`src/rtl/hazard_ctrl.sv`:
```
// Pipeline hazard controller: load-use bubbles, taken-branch flush and optional
// multi-cycle execute stall (enabled by defining HAZARD_MC_STALL_EN).
module hazard_ctrl #(
  parameter int unsigned MC_CYCLES = 4,
  parameter int unsigned RA_W      = 5
) (
  input  logic            clk,
  input  logic            rst_n,
  input  logic [RA_W-1:0] id_rs1,
  input  logic [RA_W-1:0] id_rs2,
  input  logic            id_uses_rs2,
  input  logic            ex_mem_read,
  input  logic [RA_W-1:0] ex_rd,
  input  logic            ex_mc_start,
  input  logic            branch_taken,
  output logic            pc_write,
  output logic            ifid_write,
  output logic            ifid_flush,
  output logic            ctrl_sel,
  output logic            ex_hold,
  output logic [15:0]     stall_count
);

  typedef enum logic [1:0] {
    RUN      = 2'd0,
    MC_STALL = 2'd1,
    FLUSH    = 2'd2
  } state_t;

  state_t state, state_nxt;
  logic   load_use;

  assign load_use = ex_mem_read && (ex_rd != '0) &&
                    ((ex_rd == id_rs1) || (id_uses_rs2 && (ex_rd == id_rs2)));

`ifdef HAZARD_MC_STALL_EN
  localparam logic [3:0] MC_LOAD = 4'(MC_CYCLES - 1);
  logic [3:0] mc_cnt, mc_cnt_nxt;
`else
  localparam int unsigned unused_mc_cycles = MC_CYCLES;
  logic unused_mc_start;
  assign unused_mc_start = ex_mc_start;
`endif

  always_comb begin
    pc_write   = 1'b1;
    ifid_write = 1'b1;
    ifid_flush = 1'b0;
    ctrl_sel   = 1'b0;
    ex_hold    = 1'b0;
    state_nxt  = state;
`ifdef HAZARD_MC_STALL_EN
    mc_cnt_nxt = mc_cnt;
`endif
    if (!rst_n) begin
      pc_write   = 1'b0;
      ifid_write = 1'b0;
      state_nxt  = RUN;
`ifdef HAZARD_MC_STALL_EN
      mc_cnt_nxt = '0;
`endif
    end else begin
      unique case (state)
        RUN: begin
          if (branch_taken) begin
            ifid_flush = 1'b1;
            ctrl_sel   = 1'b1;
            state_nxt  = FLUSH;
`ifdef HAZARD_MC_STALL_EN
          end else if (ex_mc_start) begin
            mc_cnt_nxt = MC_LOAD;
            state_nxt  = MC_STALL;
`endif
          end else if (load_use) begin
            pc_write   = 1'b0;
            ifid_write = 1'b0;
            ctrl_sel   = 1'b1;
          end
        end
`ifdef HAZARD_MC_STALL_EN
        MC_STALL: begin
          pc_write   = 1'b0;
          ifid_write = 1'b0;
          ex_hold    = 1'b1;
          mc_cnt_nxt = mc_cnt - 4'd1;
          if (mc_cnt == 4'd1) state_nxt = RUN;
        end
`endif
        FLUSH: begin
          ifid_flush = 1'b1;
          ctrl_sel   = 1'b1;
          state_nxt  = RUN;
        end
        default: state_nxt = RUN;
      endcase
    end
  end

  always_ff @(posedge clk) begin
    state <= state_nxt;
`ifdef HAZARD_MC_STALL_EN
    mc_cnt <= mc_cnt_nxt;
`endif
    if (!rst_n)
      stall_count <= '0;
    else if (!pc_write && (stall_count != '1))
      stall_count <= stall_count + 16'd1;
  end

endmodule

```
`config.mk`:
```
export PLATFORM = sky130hd
export DESIGN_NAME = hazard_ctrl
export DESIGN_NICKNAME = d
export VERILOG_FILES = /design/src/rtl/hazard_ctrl.sv
export SDC_FILE = /design/constraint.sdc
export NUM_CORES = 1
export LEC_CHECK = 0
export ABC_AREA = 1
export CAP_MARGIN = 20
export CORE_MARGIN = 1
export CORE_UTILIZATION = 48
export CTS_BUF_LIST = sky130_fd_sc_hd__clkbuf_8
export CTS_CLUSTER_DIAMETER = 50
export DETAILED_ROUTE_END_ITERATION = 8
export PLACE_DENSITY = 0.82
export SYNTH_ARGS = -nofsm -noshare
export SYNTH_HDL_FRONTEND = slang
export SYNTH_SLANG_ARGS = --single-unit
export TNS_END_PERCENT = 5
```
`constraint.sdc`:
```
create_clock -name clk -period 2 [get_ports clk]
set_clock_uncertainty 0.05 [all_clocks]
set_input_delay 0.3 -clock clk [delete_from_list [all_inputs] [get_ports clk]]
set_output_delay 0.3 -clock clk [all_outputs]
set_load 0.02 [all_outputs]
```
==> metrics.txt <==
CP peak stage delay 0.48 ns; starting density of the core 52.56%; GP Congestion 0.8896; nets@finish 267; Die Y 54.79 µm; worst path arrival time 1.54 ns; vias per std cell 5.058; period utilization 94.50%; largest net degree at the start of global routing 18; total power draw 788.2 µW; Die Width 54.79 µm; crit path cell chain clkdlybuf4s50_1 > inv_1 > nand2_1 > nand2_1 > nor2_1 > nand3_1 > nand2_1 > nand2_2 > nand2_4 > nand2_2 > buf_6; largest family of logic cells by synthesized area simple AND/OR/NAND/NOR gates; initial drt markers 24; dpl hpwl 2.352 mm; Routed WL 3.224 mm; Reg clk slew, reported paths 0.06 ns; Syn. warnings 0; register area share after synthesis 25.44%; # DRC 0; vias in the first global route 1,228; Hold WC Path Type flop to flop; post-synthesis cell count 200; Sequential Power Share 44.2%; Reg2Reg Depth 8; global-route wire length before repair 5.030 mm; Sw Pwr 219.3 µW; TritonCTS clock tree built; Max Cap Viol 0; Setup violations, final 0; worst-case clock buffer depth 2; post-synth top area share 25.44%; hold path cells 2; Synth cell types 28; Synth Register Bits 17; Most common cell on crit path nand2_1; Post-synth EDFFs 0; Int Power 568.9 µW; clock tree sinks 17; Combinational Power Share 23.2%; simple-gate portion of the synthesized area 43.31%; Area contributors post-synth dfxtp_1 25%, nand2_1 15%, nand4_1 8.0%; die area 3001 µm²; Antenna Nets Post-Route 0; share of cells above drive strength 1 18.85%; Post-synth ARST share 0%; DRT Pass-1 Iters 4; Crit Path Class input port to output port; placed cell areas 1757 µm²; clock group share of total power 32.6%; status complete, no violations; startpoint types input port; worst hold-check slack 0.4379 ns; grt total ovfl 0; Peak VDD IR 0.4712 mV; # IOs 42; Tot GR Track Use 23.02%; Avg Inst Size Synth 6.688 µm²; routed via count 1,386; row cnt 18; total core area 2545 µm²; Sw Share 27.82%; highest clock rate 0.5291 GHz; Final Critical Period 1.890 ns; Adder-Cell Fraction of Synth Area 0.9355%; XOR/XNOR Fraction of Synth Area 8.513%; clk_lat worst skew 0.25 ns; Final Hold Viols 0; crit-path max FO 2; Crit. End Element output port; antenna violations before repair 0; slowest CP cell clkdlybuf4s50_1; Synth Area in Compound Gates 9.635%; PD cells 426.5 nW/µm²; mean routed wirelength per cell 11.77 µm; Top FF cell, synth dfxtp_1; leakage 0.0008494 µW; Area growth syn-to-layout 38.17%; Worst EP required 1.65 ns; cts bufs inserted 3; finished layout cell area 1848 µm²; mapped cell area 1338 µm²; syn nets 222; mux cell area share after synthesis 0%; Slew Viols, Final 0; Antenna Cells 0; area leader, netlist dfxtp_1; H-tree levels 1; root buf cell clkbuf_8; PortBufs 39
-- synthesized netlist by cell type, types with 3 or more instances --
cell type	count
nand2_1	54
inv_1	25
nor2_1	18
dfxtp_1	17
nand4_1	17
nand2_2	10
a21oi_2	9
xor2_1	9
nand3_1	7
a21oi_1	6
o21ai_0	4
xnor2_1	4
buf_2	3
buf_4	3
-- cell type report --
class	count	area [µm²]
Clock buffer	3	41.29
Inverter	26	97.59
Clock inverter	1	5.005
Tap cell	30	37.54
Fill cell	223	696.9
Sequential cell	17	340.3
Timing Repair Buffer	48	485.5
Multi-Input combinational cell	149	840.8
-- cell usage in the layout, fill, tap and decap left out, types with 4 or more instances in the layout --
master / instances
nand2_1: 53
xor2_1: 9
dfxtp_1: 17
nand3_1: 7
nand2_2: 11
nor2_1: 18
inv_1: 24
nand4_1: 17
buf_4: 9
xnor2_1: 4
a21oi_1: 6
dlymetal6s2s_1: 7
a21oi_2: 9
clkdlybuf4s50_1: 27
-- worst paths after layout --
kind	start	endpoint	slack, ns
max	id_rs1[3]	pc_write	0.11
min	state[1]$_SDFFE_PN0P_	state[1]$_SDFFE_PN0P_	0.44
max reg2reg	stall_count[1]$_SDFFE_PN0P_	stall_count[9]$_SDFFE_PN0P_	0.37
min reg2reg	state[1]$_SDFFE_PN0P_	state[1]$_SDFFE_PN0P_	0.44
-- critical path, delay by kind of cell --
kind	cells	cell delay, ns
and+or+nand+nor	8	0.56
buffers and inverters	3	0.67
-- registers in the layout, summed over array words and instances (netlist names) --
name,flops
stall_count,16
state,1
-- layer usage --
| metal | up-vias | global-route usage (%) | share of wire (%) |
|---|---|---|---|
| met3 | 4 | 4.722 | 5.1 |
| met2 | 29 | 40.16 | 48 |
| met4 | 0 | 7.692 | 0.96 |
| met1 | 627 | 27.56 | 46 |
| li1 | 726 | - | - |
| met5 | - | 0 | 0 |
-- what timing repair did --
action,4_1_cts,5_1_grt
pin swaps,0,5
buffers inserted,0,2
resized for setup,15,16
hold buffers,0,0
setup endpoints to repair,5,19
-- cell families (layout without fill, tap and decap cells) --
| kind of cell | after synthesis | in the layout |
|---|---|---|
| xor+xnor | 13 | 13 |
| simple gates | 115 | 115 |
| fa+ha+maj | 1 | 1 |
| buf+inv | 34 | 78 |
| other cells | 1 | 1 |
| compound gates | 19 | 19 |
| flops | 17 | 17 |
-- power by group through the flow --
stage          clock (µW)  combinational, µW  sequential, µW
2_1_floorplan           0               95.8             359
5_1_grt               277                198             349
4_1_cts               263                168             348
3_3_place_gp            0                172             356
6_report              257                183             348
3_5_place_dp            0                174             356
-- through the flow --
stage,setup TNS [ns],std cells,setup WS (ns),util [%]
2_1_floorplan,0,200,0.2485,-
3_3_place_gp,-4.709,268,-0.4529,69.03
3_5_place_dp,-5.109,268,-0.4596,69.03
4_1_cts,0,272,0.01244,70.16
5_1_grt,-0.005191,274,-0.003466,72.62
6_report,0,274,0.1101,72.62
Note: power is estimated with default switching activity, not from simulation.
